<file path="src/rtl/mtrap_pkg.sv">
// Shared constants and types for the machine-mode trap unit: CSR addresses,
// interrupt cause codes, mstatus bit positions and the handshake FSM states.
package mtrap_pkg;

    localparam logic [11:0] CSR_MSTATUS  = 12'h300;
    localparam logic [11:0] CSR_MISA     = 12'h301;
    localparam logic [11:0] CSR_MIE      = 12'h304;
    localparam logic [11:0] CSR_MTVEC    = 12'h305;
    localparam logic [11:0] CSR_MSCRATCH = 12'h340;
    localparam logic [11:0] CSR_MEPC     = 12'h341;
    localparam logic [11:0] CSR_MCAUSE   = 12'h342;
    localparam logic [11:0] CSR_MTVAL    = 12'h343;
    localparam logic [11:0] CSR_MIP      = 12'h344;
    localparam logic [11:0] CSR_MCYCLE   = 12'hB00;
    localparam logic [11:0] CSR_MCYCLEH  = 12'hB80;
    localparam logic [11:0] CSR_CYCLE    = 12'hC00;
    localparam logic [11:0] CSR_CYCLEH   = 12'hC80;
    localparam logic [11:0] CSR_MHARTID  = 12'hF14;

    localparam logic [4:0] CAUSE_MSI       = 5'd3;
    localparam logic [4:0] CAUSE_MTI       = 5'd7;
    localparam logic [4:0] CAUSE_MEI       = 5'd11;
    localparam logic [4:0] CAUSE_PLAT_BASE = 5'd16;

    localparam int MSTATUS_MIE_BIT  = 3;
    localparam int MSTATUS_MPIE_BIT = 7;
    localparam int MSTATUS_MPP_LO   = 11;
    localparam int MSTATUS_MPP_HI   = 12;

    localparam logic [1:0] MODE_U = 2'b00;
    localparam logic [1:0] MODE_M = 2'b11;

    // MXL=1 (RV32), extensions I and M
    localparam logic [31:0] MISA_VALUE = 32'h4000_1100;

    typedef enum logic [1:0] {
        ST_IDLE  = 2'd0,
        ST_ISSUE = 2'd1,
        ST_WAIT  = 2'd2,
        ST_COOL  = 2'd3
    } irqState_t;

    // Writable mie bits: MSIE, MTIE, MEIE plus one bit per platform line
    function automatic logic [31:0] mieWritableMask(input int nplat);
        logic [31:0] m;
        m = 32'h0000_0888;
        for (int i = 0; i < nplat; i++) begin
            m[16+i] = 1'b1;
        end
        return m;
    endfunction

endpackage

</file>
<file path="src/rtl/mtrap_irq_arb.sv">
// Interrupt arbitration: registers the enabled sources, picks the highest
// priority cause and runs the level/reply handshake towards the core.
module mtrap_irq_arb
    import mtrap_pkg::*;
#(
    parameter int NPLAT = 4,
    localparam int PLAT_W = (NPLAT > 0) ? NPLAT : 1
) (
    input  logic              clk,
    input  logic              rst,
    input  logic              i_mie,
    input  logic              i_meiEn,
    input  logic              i_msiEn,
    input  logic              i_mtiEn,
    input  logic [PLAT_W-1:0] i_platEn,
    input  logic              i_reply,
    output logic              o_interrupt,
    output logic [4:0]        o_intCode
);

    logic              r_pendQ;
    logic              r_meiQ;
    logic              r_msiQ;
    logic              r_mtiQ;
    logic [PLAT_W-1:0] r_platQ;
    logic              r_replyQ;
    irqState_t         r_state;
    logic [4:0]        w_winCode;

    // Register the global pending flag together with the per-source view it came from
    always_ff @(posedge clk or posedge rst) begin
        if (rst) begin
            r_pendQ  <= 1'b0;
            r_meiQ   <= 1'b0;
            r_msiQ   <= 1'b0;
            r_mtiQ   <= 1'b0;
            r_platQ  <= '0;
            r_replyQ <= 1'b0;
        end else begin
            r_pendQ  <= i_mie & (i_meiEn | i_msiEn | i_mtiEn | (|i_platEn));
            r_meiQ   <= i_meiEn;
            r_msiQ   <= i_msiEn;
            r_mtiQ   <= i_mtiEn;
            r_platQ  <= i_platEn;
            r_replyQ <= i_reply;
        end
    end

    // Fixed priority: MEI > MSI > MTI > platform lines, lowest index first
    always_comb begin
        w_winCode = 5'd0;
        for (int i = NPLAT - 1; i >= 0; i--) begin
            if (r_platQ[i]) begin
                w_winCode = CAUSE_PLAT_BASE + 5'(i);
            end
        end
        if (r_mtiQ) begin
            w_winCode = CAUSE_MTI;
        end
        if (r_msiQ) begin
            w_winCode = CAUSE_MSI;
        end
        if (r_meiQ) begin
            w_winCode = CAUSE_MEI;
        end
    end

    // Handshake: latch the cause, raise the request, hold until reply, then one cool-down cycle
    always_ff @(posedge clk or posedge rst) begin
        if (rst) begin
            r_state     <= ST_IDLE;
            o_interrupt <= 1'b0;
            o_intCode   <= 5'd0;
        end else begin
            case (r_state)
                ST_IDLE: begin
                    if (r_pendQ) begin
                        o_intCode <= w_winCode;
                        r_state   <= ST_ISSUE;
                    end
                end
                ST_ISSUE: begin
                    o_interrupt <= 1'b1;
                    r_state     <= ST_WAIT;
                end
                ST_WAIT: begin
                    if (r_replyQ) begin
                        o_interrupt <= 1'b0;
                        r_state     <= ST_COOL;
                    end
                end
                ST_COOL: begin
                    r_state <= ST_IDLE;
                end
                default: begin
                    r_state <= ST_IDLE;
                end
            endcase
        end
    end

endmodule

</file>
<file path="src/rtl/mtrap_unit.sv">
// Machine-mode CSR file and trap controller sitting beside the core:
// CSR read/write port, trap entry/mret state updates, mcycle and interrupts.
module mtrap_unit
    import mtrap_pkg::*;
#(
    parameter int          NPLAT       = 4,
    parameter logic [31:0] RESET_VEC   = 32'h0,
    parameter logic [31:0] HARTID      = 32'h0,
    parameter bit          VECTORED_EN = 1'b1,
    localparam int         PLAT_W      = (NPLAT > 0) ? NPLAT : 1
) (
    input  logic              clk,
    input  logic              rst,
    input  logic [11:0]       csr_a,
    input  logic [31:0]       csr_d,
    input  logic              csr_we,
    output logic [31:0]       csr_spo,
    input  logic              msip,
    input  logic              mtip,
    input  logic              meip,
    input  logic [PLAT_W-1:0] plat_ip,
    input  logic              exc_enter,
    input  logic              exc_isint,
    input  logic [31:0]       exc_pc,
    input  logic [3:0]        exc_code,
    input  logic [31:0]       exc_tval,
    input  logic              exc_leave,
    output logic [31:0]       trap_vec,
    output logic [31:0]       mepc_out,
    output logic              interrupt,
    output logic [4:0]        int_code,
    input  logic              int_reply
);

    localparam logic [31:0] MIE_MASK   = mieWritableMask(NPLAT);
    localparam logic [31:0] MTVEC_INIT = {RESET_VEC[31:2], 1'b0, VECTORED_EN ? RESET_VEC[0] : 1'b0};

    logic              r_mstatusMie;
    logic              r_mstatusMpie;
    logic [1:0]        r_mstatusMpp;
    logic [1:0]        r_mode;
    logic [31:0]       r_mieCsr;
    logic [31:0]       r_mtvec;
    logic [31:0]       r_mscratch;
    logic [31:0]       r_mepc;
    logic [31:0]       r_mcause;
    logic [31:0]       r_mtval;
    logic [63:0]       r_mcycle;
    logic [31:0]       r_mepcOut;

    logic              w_csrWr;
    logic [1:0]        w_mppWr;
    logic [31:0]       w_mstatus;
    logic [31:0]       w_mip;
    logic [31:0]       w_rdata;
    logic [PLAT_W-1:0] w_platEn;
    logic [4:0]        w_intCode;
    logic              w_vectored;

    // Trap entry and mret take the cycle; a software write in the same cycle is dropped
    assign w_csrWr   = csr_we & ~exc_enter & ~exc_leave;
    assign w_mppWr   = (csr_d[MSTATUS_MPP_HI:MSTATUS_MPP_LO] == MODE_M) ? MODE_M : MODE_U;
    assign w_mstatus = {19'b0, r_mstatusMpp, 3'b0, r_mstatusMpie, 3'b0, r_mstatusMie, 3'b0};

    // Live pending view and the per-line enabled platform sources
    always_comb begin
        w_mip    = 32'h0;
        w_platEn = '0;
        w_mip[3]  = msip;
        w_mip[7]  = mtip;
        w_mip[11] = meip;
        for (int i = 0; i < NPLAT; i++) begin
            w_mip[16+i] = plat_ip[i];
            w_platEn[i] = plat_ip[i] & r_mieCsr[16+i];
        end
    end

    // mstatus fields and the current privilege mode
    always_ff @(posedge clk or posedge rst) begin
        if (rst) begin
            r_mstatusMie  <= 1'b0;
            r_mstatusMpie <= 1'b1;
            r_mstatusMpp  <= MODE_M;
            r_mode        <= MODE_M;
        end else if (exc_enter) begin
            r_mstatusMpie <= r_mstatusMie;
            r_mstatusMie  <= 1'b0;
            r_mstatusMpp  <= r_mode;
            r_mode        <= MODE_M;
        end else if (exc_leave) begin
            r_mstatusMie  <= r_mstatusMpie;
            r_mstatusMpie <= 1'b1;
            r_mode        <= r_mstatusMpp;
            r_mstatusMpp  <= MODE_U;
        end else if (w_csrWr && csr_a == CSR_MSTATUS) begin
            r_mstatusMie  <= csr_d[MSTATUS_MIE_BIT];
            r_mstatusMpie <= csr_d[MSTATUS_MPIE_BIT];
            r_mstatusMpp  <= w_mppWr;
        end
    end

    // Plain read/write CSRs, with trap entry overriding mepc, mcause and mtval
    always_ff @(posedge clk or posedge rst) begin
        if (rst) begin
            r_mieCsr   <= 32'h0;
            r_mtvec    <= MTVEC_INIT;
            r_mscratch <= 32'h0;
            r_mepc     <= 32'h0;
            r_mcause   <= 32'h0;
            r_mtval    <= 32'h0;
        end else if (exc_enter) begin
            r_mepc   <= exc_pc;
            r_mtval  <= exc_tval;
            r_mcause <= exc_isint ? {1'b1, 26'b0, w_intCode} : {28'b0, exc_code};
        end else if (w_csrWr) begin
            case (csr_a)
                CSR_MIE:      r_mieCsr   <= csr_d & MIE_MASK;
                CSR_MTVEC:    r_mtvec    <= {csr_d[31:2], 1'b0, VECTORED_EN ? csr_d[0] : 1'b0};
                CSR_MSCRATCH: r_mscratch <= csr_d;
                CSR_MEPC:     r_mepc     <= csr_d;
                CSR_MCAUSE:   r_mcause   <= csr_d;
                CSR_MTVAL:    r_mtval    <= csr_d;
                default:      ;
            endcase
        end
    end

    // Free-running cycle counter; a software write replaces one half and freezes the other
    always_ff @(posedge clk or posedge rst) begin
        if (rst) begin
            r_mcycle <= 64'h0;
        end else if (w_csrWr && csr_a == CSR_MCYCLE) begin
            r_mcycle[31:0] <= csr_d;
        end else if (w_csrWr && csr_a == CSR_MCYCLEH) begin
            r_mcycle[63:32] <= csr_d;
        end else begin
            r_mcycle <= r_mcycle + 64'd1;
        end
    end

    // Registered copy of mepc for the core's return path
    always_ff @(posedge clk or posedge rst) begin
        if (rst) begin
            r_mepcOut <= 32'h0;
        end else begin
            r_mepcOut <= {r_mepc[31:2], 2'b00};
        end
    end

    // Combinational CSR read mux
    always_comb begin
        w_rdata = 32'h0;
        case (csr_a)
            CSR_MSTATUS:  w_rdata = w_mstatus;
            CSR_MISA:     w_rdata = MISA_VALUE;
            CSR_MIE:      w_rdata = r_mieCsr;
            CSR_MTVEC:    w_rdata = r_mtvec;
            CSR_MSCRATCH: w_rdata = r_mscratch;
            CSR_MEPC:     w_rdata = {r_mepc[31:2], 2'b00};
            CSR_MCAUSE:   w_rdata = r_mcause;
            CSR_MTVAL:    w_rdata = r_mtval;
            CSR_MIP:      w_rdata = w_mip;
            CSR_MCYCLE:   w_rdata = r_mcycle[31:0];
            CSR_MCYCLEH:  w_rdata = r_mcycle[63:32];
            CSR_CYCLE:    w_rdata = r_mcycle[31:0];
            CSR_CYCLEH:   w_rdata = r_mcycle[63:32];
            CSR_MHARTID:  w_rdata = HARTID;
            default:      w_rdata = 32'h0;
        endcase
    end

    assign w_vectored = r_mtvec[0] & VECTORED_EN & exc_isint;
    assign trap_vec   = {r_mtvec[31:2], 2'b00} + (w_vectored ? {25'b0, w_intCode, 2'b00} : 32'h0);
    assign csr_spo    = w_rdata;
    assign mepc_out   = r_mepcOut;
    assign int_code   = w_intCode;

    mtrap_irq_arb #(
        .NPLAT(NPLAT)
    ) u_irqArb (
        .clk        (clk),
        .rst        (rst),
        .i_mie      (r_mstatusMie),
        .i_meiEn    (meip & r_mieCsr[11]),
        .i_msiEn    (msip & r_mieCsr[3]),
        .i_mtiEn    (mtip & r_mieCsr[7]),
        .i_platEn   (w_platEn),
        .i_reply    (int_reply),
        .o_interrupt(interrupt),
        .o_intCode  (w_intCode)
    );

endmodule
</file>
<file path="config.mk">
export PLATFORM = sky130hd
export DESIGN_NAME = mtrap_unit
export DESIGN_NICKNAME = d
export VERILOG_FILES = /design/src/rtl/mtrap_pkg.sv /design/src/rtl/mtrap_irq_arb.sv /design/src/rtl/mtrap_unit.sv
export SDC_FILE = /design/constraint.sdc
export NUM_CORES = 1
export LEC_CHECK = 0
export ABC_AREA = 1
export BUFFER_PORTS_ARGS = -buffer_cell sky130_fd_sc_hd__buf_2
export CORE_MARGIN = 2
export CORE_UTILIZATION = 30
export CTS_BUF_LIST = sky130_fd_sc_hd__clkbuf_4
export DETAILED_ROUTE_END_ITERATION = 8
export MAX_ROUTING_LAYER = met4
export PLACE_DENSITY = 0.43
export SLEW_MARGIN = 10
export SYNTH_ARGS = -nofsm -noshare
export SYNTH_HDL_FRONTEND = slang
export SYNTH_SLANG_ARGS = --single-unit
</file>
<file path="constraint.sdc">
create_clock -name clk -period 20.7 [get_ports clk]
set_clock_uncertainty 0.1 [all_clocks]
set_input_delay 1.035 -clock clk [delete_from_list [all_inputs] [get_ports clk]]
set_output_delay 1.035 -clock clk [all_outputs]
set_load 0.01 [all_outputs]
</file>
**Yosys cells after proc, flatten, opt, wreduce, memory -nomap -nowiden**

Index checks and enable logic that the tools add are counted.

- Register bits: 283
- Logic and storage cells: 122

- $add $sub $neg: 2
- Equal/unequal tests: 20
- Multiplexer cells: 39
- Bitwise gates (word level): 16
- Reduce and logical (&&, ||, !) cells: 23

Operator list:

| operator | number |
|---|---|
| $mux 32 | 13 |
| $pmux 32 s11 | 1 |
| $eq 12x10->1 const B | 9 |
| $add 64x1->64 const B | 1 |
| $eq 12x12->1 const B | 4 |
| $mux 5 | 7 |
| $add 32x7->32 | 1 |
| $mux 2 | 8 |
| $reduce_and 2->1 | 6 |
| $reduce_bool 2->1 | 6 |
| $and 1x1->1 | 11 |
| $reduce_and 3->1 | 3 |
| $pmux 2 s4 | 1 |
| $mux 1 | 7 |
| $mux 7 | 1 |
| $eq 2x2->1 const B | 3 |
| $ne 2x1->1 const B | 2 |
| $reduce_or 2->1 | 2 |
| $reduce_or 4->1 | 1 |
| $logic_and 1x1->1 | 3 |
| $or 1x1->1 | 3 |
| $reduce_bool 3->1 | 1 |
| $eq 2x1->1 const B | 1 |
| $logic_not 2->1 | 1 |
| 3 further kinds | 4 |

**Logic depth before layout (Yosys ltp)**

Gate-level depths: netlist of run 1.

- Depth after elaboration: 7
- Mapped depth: 14
- Depth with buffers taken out: 13

**Cells and area by module**

A second synthesis of run 1 with hierarchy kept.

- Cell total of the unflattened synthesis: 2,323
- Area, all modules: 16,200.5 um2

By module, submodules not included:

| module | times used | cells each | area each (um2) | seq. area each (um2) |
|---|---|---|---|---|
| mtrap_unit | 1 | 2,248 | 15,489.9 | 6,612.6 |
| mtrap_irq_arb | 1 | 75 | 710.7 | 425.4 |

**Worst setup path after synthesis of run 1**

Ideal clock, no wire load.

- Path type: input-to-output
- Start point: in exc_isint
- End point: out trap_vec[26]
- Arrival: 2.836 ns
- Data required time: 19.565 ns
- Slack: 16.729 ns
- Cell stages on the path: 11
- Buffers on the path: 1
- Cells stage by stage: clkbuf_1 > nand2_1 > nor2_1 > ha_1 > fa_1 > nand2_1 > nand3_1 > o21ai_0 > o21ai_2 > nand3_1 > xor2_1

- Cells in the longest elaborated chain, start to end: 3

RTL lines:

| element | line | source |
|---|---|---|
| from (decl) | mtrap_unit.sv:23 | `input logic exc_isint,` |
| $and 1x1->1 | mtrap_unit.sv:172 | `assign w_vectored = r_mtvec[0] & VECTORED_EN & exc_isint;` |
| $mux 7 | mtrap_unit.sv:173 | `assign trap_vec = {r_mtvec[31:2], 2'b00} + (w_vectored ? {25'b0, w_intCode, 2'b00} : 32'h0);` |
| $add 32x7->32 | mtrap_unit.sv:173 |  |
| to (decl) | mtrap_unit.sv:28 | `output logic [31:0] trap_vec,` |

No other way between the ends.

**Worst setup path in the final report of run 1**

- Start point: reg r_mtvec[0]
- End point: out trap_vec[16]

- Cells in the longest elaborated chain, start to end: 3

RTL lines:

| element | line | source |
|---|---|---|
| from (decl) | mtrap_unit.sv:43 | `logic [31:0] r_mtvec;` |
| from (signal assigned) | mtrap_unit.sv:118 | `CSR_MTVEC: r_mtvec <= {csr_d[31:2], 1'b0, VECTORED_EN ? csr_d[0] : 1'b0};` |
| $and 1x1->1 | mtrap_unit.sv:172 |  |
| $mux 7 | mtrap_unit.sv:173 |  |
| $add 32x7->32 | mtrap_unit.sv:173 |  |

No other way between the ends.

==> results of run 1 <==
## synth_stat cells (3+ instances only)
cell type and count:
sky130_fd_sc_hd__nand2_1 833, sky130_fd_sc_hd__inv_1 324, sky130_fd_sc_hd__dfrtp_1 276, sky130_fd_sc_hd__o21ai_0 265, sky130_fd_sc_hd__nor2_1 247, sky130_fd_sc_hd__nand3_1 100, sky130_fd_sc_hd__o22ai_1 50, sky130_fd_sc_hd__xor2_1 39
sky130_fd_sc_hd__a21oi_1 33, sky130_fd_sc_hd__buf_2 30, sky130_fd_sc_hd__clkbuf_1 23, sky130_fd_sc_hd__nor3_1 15, sky130_fd_sc_hd__buf_4 14, sky130_fd_sc_hd__o211ai_1 14, sky130_fd_sc_hd__nand4_1 13, sky130_fd_sc_hd__nor2_2 11
sky130_fd_sc_hd__ha_1 10, sky130_fd_sc_hd__nand2_2 9, sky130_fd_sc_hd__buf_1 7, sky130_fd_sc_hd__nor2_4 7, sky130_fd_sc_hd__inv_2 6, sky130_fd_sc_hd__o21ai_1 6, sky130_fd_sc_hd__dfstp_2 5, sky130_fd_sc_hd__xnor2_1 5
sky130_fd_sc_hd__nor4_1 4, sky130_fd_sc_hd__o21ai_2 4, sky130_fd_sc_hd__buf_6 3, sky130_fd_sc_hd__clkbuf_2 3, sky130_fd_sc_hd__nand3b_1 3, sky130_fd_sc_hd__o221ai_1 3
## sequential cells by signal, indices dropped and copies added (netlist names), 4 cells and up
signal	cells
r_mcause	32
r_mepc	30
r_mscratch	32
r_mieCsr	7
u_irqArb.r_platQ	4
mepc_out	30
r_mtvec	31
r_mtval	32
u_irqArb.o_intCode	5
r_mcycle	64
## power groups by stage
stage          clock (mW)  combinational (mW)  sequential [mW]
6_report            0.555               0.137            0.605
3_3_place_gp            0               0.135            0.614
2_1_floorplan           0              0.0805            0.613
3_5_place_dp            0               0.138            0.615
4_1_cts             0.574               0.139            0.605
5_1_grt             0.607               0.157            0.609
## metrics by stage
step,power (mW),hold slack (ns),area [sq um],util,setup WS [ns]
after floorplan,0.693,0.254,16400,-,11.82
after global placement,0.748,0.261,18000,0.335,15.97
after detailed placement,0.752,0.260,18000,0.335,15.96
after CTS,1.32,0.129,19100,0.354,15.89
after global routing,1.37,0.124,19100,0.355,15.74
final,1.30,0.183,19100,0.355,15.92
## worst min path at each step
stage               startpoint           endpoint  slack [ns]  cells past startpoint
global placement    r_mepc[16]       mepc_out[16]        0.26                      0
floorplan           r_mepc[10]       mepc_out[10]        0.25                      0
CTS                  int_reply  u_irqArb.r_replyQ        0.13                      1
global route         int_reply  u_irqArb.r_replyQ        0.12                      1
detailed placement   r_mepc[9]        mepc_out[9]        0.26                      0
finish                     rst        mepc_out[5]        0.18                      2
## layout make-up
| cell class | count | area [sq um] | share of cell area |
|---|---|---|---|
| Antenna cell | 5 | 12.5 | 0.000656 |
| Inverter | 331 | 1250 | 0.0655 |
| Clock inverter | 17 | 114 | 0.00597 |
| Tap cell | 696 | 871 | 0.0456 |
| Multi-Input combinational cell | 1690 | 7670 | 0.402 |
| Timing Repair Buffer | 230 | 1190 | 0.0623 |
| Sequential cell | 281 | 7040 | 0.369 |
| Clock buffer | 125 | 938 | 0.0492 |
## critical path, cell delays in order (launching register included)
cell,delay [ns]
sky130_fd_sc_hd__dfrtp_1,0.40
sky130_fd_sc_hd__nand2_1,0.13
sky130_fd_sc_hd__nor2_1,0.15
sky130_fd_sc_hd__ha_1,0.20
sky130_fd_sc_hd__fa_1,0.21
sky130_fd_sc_hd__nand2_1,0.07
sky130_fd_sc_hd__nand3_1,0.06
sky130_fd_sc_hd__o21ai_0,0.19
sky130_fd_sc_hd__o21ai_2,0.57
sky130_fd_sc_hd__nand3_1,0.18
sky130_fd_sc_hd__xor2_1,0.42
sky130_fd_sc_hd__buf_2,0.22
## kinds of logic (layout without fill, tap and decap cells)
| group | Yosys count | count (layout) | synth area share |
|---|---|---|---|
| and+or+nand+nor | 1249 | 1249 | 0.309 |
| buffers and inverters | 411 | 703 | 0.102 |
| AOI/OAI and AO/OA | 382 | 382 | 0.126 |
| DFF | 281 | 281 | 0.431 |
| xor gates and xnor gates | 44 | 44 | 0.0236 |
| adders and majority gates | 11 | 11 | 0.00888 |
| other | 1 | 9 | 0.000229 |
## per-layer routing
layer / wire [microns] / part of all wire
met1: 34100 / 0.49
met2: 30700 / 0.44
met3: 3380 / 0.049
met4: 1150 / 0.017
met5: 0 / 0
==> flow_summary.yaml, run 1 <==
grt:
  global_route.usage.total: 0.251
  global_route.usage.met2: 0.376
  groute.layer.met3.usage: 0.0380
  globalRouteOverflowTotal: 0
  gr_layer_usage_met1: 0.358
  grt_max_degree: 172
  grt_first_pass_wirelength_microns: 101000
  globalRoute.busiestLayer: "met2"
  first_global_vias: 15600
  antenna_found_initial: 2
worst_setup_path:
  critPathLaunch: "r_mtvec[0]"
  worstSetupEndpointType: "output port"
  worst_r2r_path_depth: 8
  crit-reg2reg-capture: "r_mcycle[63]"
  crit_type: "reg2out"
  timing.critical_path.from_type: "flop"
  timing.critical_path.to: "trap_vec[16]"
  arrival_ns: 3.65
  regToRegSetupSlack_ns: 18.18
  critical_path.reg2reg.startpoint: "r_mcycle[2]"
  cp_max_fo: 9
  critPathRequiredTime_ns: 19.57
layout:
  layout.cells.non_filler: 3375
  drive_above_1_share: 0.155
  mostFrequentLayoutCell: "sky130_fd_sc_hd__nand2_1"
  area.growth.synth_to_final_pct: 16.8
  nNetsFinal: 2759
  final_cell_mix: "sky130_fd_sc_hd__nand2_1, sky130_fd_sc_hd__inv_1, sky130_fd_sc_hd__dfrtp_1, sky130_fd_sc_hd__o21ai_0, sky130_fd_sc_hd__nor2_1"
  final.fill_count: 5936
synth:
  synth_edf_count: 0
  avgSynthCellArea_sq_um: 6.87
  synth.distinct_cells: 42
  syn-instance-count: 2379
  number_of_synthesized_register_bits: 281
  top_area_cells_in_the_synthesized_netlist: "sky130_fd_sc_hd__dfrtp_1, sky130_fd_sc_hd__nand2_1, sky130_fd_sc_hd__o21ai_0"
  synth-seq-area-share: 0.431
  netlist.top_cell.by_area: "sky130_fd_sc_hd__dfrtp_1"
  postSynth.topFlopCell: "sky130_fd_sc_hd__dfrtp_1"
  fraction_of_synthesis_flops_using_an_asynchronous_set_or_reset_pin: 1.00
  synth_top_cell_area_share: 0.423
  synth.cell_area_sq_um: 16300
  yosysWarningCount: 0
clocking:
  ctsResizeCount: 0
  clock_sink_count: 281
  clock-root-buffer: "sky130_fd_sc_hd__clkbuf_4"
  clk_latency_ns: 0.85
  post-cts-setup-buffer-count: 0
  clk_pin_slew_worst_paths_ns: 0.06
  tritoncts.num_buffers: 88
  cts_hold_buffers: 0
  tritoncts: "done"
  max-clock-path-buffers: 3
  htree_depth: 3
floorplanning:
  io-pin-count: 228
  die_area_sq_um: 56400
  initial_utilization: 0.304
  die-height_microns: 237
  core_sq_um: 53800
  row_count: 85
  dieWidth_microns: 237
pwr:
  p_clk_frac: 0.428
  internal-power_uw: 915
  power.ir.vdd_worst_mv: 0.0283
  power.share.sequential: 0.466
  pwr_density_cell_nw_per_um2: 68.0
  cellLeakagePower_nw: 9.44
  comb_power_share: 0.106
  switching_share_of_power: 0.295
  power_switching_uw: 382
sta:
  hold_viol_final: 0
  finalWorstPathRequiredPeriod_ns: 4.78
  max_clock_freq_mhz: 209
  setup-violations-final: 0
  period_share: 0.231
  slew_violations: 0
  worst-slew-pin-transition_ns: 1.06
  grt_setup_unrepaired: "false"
  timing.max_slew.rel_slack: 0.293
  final.setup.tns_ns: 0
routing:
  wl_microns: 69400
  route.detailed.vias_per_inst: 4.84
  drt_pre_antenna_iters: 7
  dr_total_vias: 16300
  drc: 0
  antenna_violating_nets_post_route: 0
  routedWlPerCell_microns: 20.6
  drt-initial-drc-count: 1339
placement:
  place_congestion: 0.941
  io_buffer_count: 221
  place.detailed.instances: 3228
  dp_hpwl_microns: 52300
status:
  outcome: "finished clean"
hold_path:
  timing.hold.worst.class: "in2async"
job:
  timing.max_cap.violations: 0
No activity file was read; power rests on OpenSTA's default activity.
==> run 2: changes to the inputs <==
--- a/config.mk
+++ b/config.mk
@@ -12,7 +12,7 @@
 export CTS_BUF_LIST = sky130_fd_sc_hd__clkbuf_4
 export DETAILED_ROUTE_END_ITERATION = 8
 export MAX_ROUTING_LAYER = met4
-export PLACE_DENSITY = 0.43
+export PLACE_DENSITY = 0.45
 export SLEW_MARGIN = 10
 export SYNTH_ARGS = -nofsm -noshare
 export SYNTH_HDL_FRONTEND = slang
==> constraint.sdc (replaced) <==
create_clock -name clk -period 3.95 [get_ports clk]
set_clock_uncertainty 0.1 [all_clocks]
set_input_delay 0.1975 -clock clk [delete_from_list [all_inputs] [get_ports clk]]
set_output_delay 0.1975 -clock clk [all_outputs]
set_load 0.01 [all_outputs]
==> flow_summary.yaml, run 2 (synthesized netlist as in run 1, its figures left out) <==
pwr:
  pwr_density_cell_nw_per_um2: 324
  cellLeakagePower_nw: 10.2
  power.ir.vdd_worst_mv: 0.142
layout:
  mostFrequentLayoutCell: "sky130_fd_sc_hd__nand2_1"
  seqCellArea_sq_um: 7040
  area.growth.synth_to_final_pct: 28.1
  layout.cells.non_filler: 3563
  nNetsFinal: 2949
  largest_register_ffs: 64
  cell_area_after_layout_sq_um: 20900
  final_cell_mix: "sky130_fd_sc_hd__nand2_1, sky130_fd_sc_hd__inv_1, sky130_fd_sc_hd__dfrtp_1, sky130_fd_sc_hd__o21ai_0, sky130_fd_sc_hd__nor2_1"
  final.fill_count: 5786
  drive_above_1_share: 0.145
  largest_register: "r_mcycle"
  area_of_the_multi_input_gates_sq_um: 7680
job:
  timing.max_cap.violations: 0
worst_setup_path:
  cp_max_fo: 5
  critPathLaunch: "r_mtvec[0]"
  timing.critical_path.from_type: "flop"
  worstSetupEndpointType: "output port"
  arrival_ns: 3.40
  critical_path.reg2reg.startpoint: "r_mcycle[29]"
  critPathRequiredTime_ns: 3.65
  crit_type: "reg2out"
hold_path:
  timing.hold.worst.class: "in2reg"
  hp-start: "csr_d[23]"
grt:
  globalRouteOverflowTotal: 0
  globalRoute.busiestLayer: "met2"
  global_route.usage.met2: 0.396
  antenna_found_initial: 4
  first_global_vias: 16700
  groute.layer.met3.usage: 0.0317
  grt_first_pass_wirelength_microns: 104000
  gr_layer_usage_met1: 0.352
  global_route.usage.total: 0.256
  grt_max_degree: 75
clocking:
  clk_pin_slew_worst_paths_ns: 0.07
  clock_sink_count: 281
  clock-root-buffer: "sky130_fd_sc_hd__clkbuf_4"
  clk_latency_ns: 0.83
  htree_depth: 3
  tritoncts: "done"
  tritoncts.num_buffers: 86
  max-clock-path-buffers: 3
placement:
  place_congestion: 0.948
  placement.cell_area_sq_um: 18100
  io_buffer_count: 221
  place.detailed.instances: 3237
  dp_hpwl_microns: 52900
sta:
  worst-slew-pin-transition_ns: 1.00
  finalWorstPathRequiredPeriod_ns: 3.70
  max_clock_freq_mhz: 271
  hold_viol_final: 0
  slew_violations: 0
  period_share: 0.936
  setup-violations-final: 0
  timing.max_slew.rel_slack: 0.331
  grt_setup_unrepaired: "false"
floorplanning:
  row_count: 85
  core_sq_um: 53800
  dieWidth_microns: 237
  initial_utilization: 0.304
  die-height_microns: 237
  die_area_sq_um: 56400
  io-pin-count: 228
routing:
  dr_total_vias: 17100
  routedWlPerCell_microns: 19.8
  drt-initial-drc-count: 1185
  route.detailed.vias_per_inst: 4.81
  wl_microns: 70500
  antenna_violating_nets_post_route: 0
  drc: 0
  drt_pre_antenna_iters: 5
status:
  outcome: "finished clean"
## run 2: metal layers
| metal | share of wire | wire [microns] |
|---|---|---|
| met2 | 0.45 | 31800 |
| met3 | 0.056 | 3980 |
| met5 | 0 | 0 |
| met4 | 0.020 | 1420 |
| met1 | 0.47 | 33300 |
## run 2: through the flow
stage / util / power, mW / setup TNS [ns] / setup slack, ns / hold WS, ns
3_5_place_dp: 0.336 / 3.95 / 0 / 0.875 / 0.232
2_1_floorplan: - / 3.63 / -17.86 / -0.0647 / 0.129
5_1_grt: 0.389 / 7.18 / 0 / 0.134 / 0.0537
3_3_place_gp: 0.336 / 3.93 / 0 / 0.913 / 0.228
4_1_cts: 0.388 / 6.89 / 0 / 0.00673 / 0.000117
6_report: 0.389 / 6.79 / 0 / 0.254 / 0.0766
## run 2: worst paths after layout
path / endpoint / slack [ns] / cells past startpoint
setup / recovery: trap_vec[16] / 0.25 / 11
hold / removal: r_mcycle[23] / 0.08 / 4
setup reg to reg: r_mcycle[57] / 1.39 / 9
hold reg to reg: mepc_out[10] / 0.27 / 0
max in group asynchronous: r_mepc[15] / 2.12 / 5
min in group asynchronous: r_mtval[2] / 0.57 / 4
## run 2: power by group
| part | internal [mW] | switching, mW |
|---|---|---|
| Sequential | 3.06 | 0.108 |
| Clock | 1.35 | 1.38 |
| Combinational | 0.367 | 0.519 |
| Total | 4.78 | 2.01 |
## run 2: cell type report
cell class                      count  share of cell area
Multi-Input combinational cell   1690               0.367
Clock buffer                      116              0.0416
Tap cell                          696              0.0416
Timing Repair Buffer              422               0.149
Antenna cell                        2            0.000239
Sequential cell                   281               0.336
Inverter                          331              0.0596
Clock inverter                     25             0.00514
## run 2: critical path, cell delays in order, from the launching register on
cell and delay, ns:
sky130_fd_sc_hd__dfrtp_1 0.40, sky130_fd_sc_hd__nand2_1 0.15, sky130_fd_sc_hd__nor2_1 0.08, sky130_fd_sc_hd__ha_1 0.22
sky130_fd_sc_hd__fa_1 0.40, sky130_fd_sc_hd__nand2_1 0.09, sky130_fd_sc_hd__nand3_1 0.06, sky130_fd_sc_hd__o21ai_0 0.26
sky130_fd_sc_hd__o21ai_4 0.16, sky130_fd_sc_hd__nand3_1 0.12, sky130_fd_sc_hd__xor2_1 0.43, sky130_fd_sc_hd__buf_2 0.22
## run 2: repair_timing
action,4_1_cts,5_1_grt
gates resized for setup,0,1
setup endpoints to repair,0,2
hold buffers,182,0
setup buffers,0,1
hold endpoints to repair,317,0
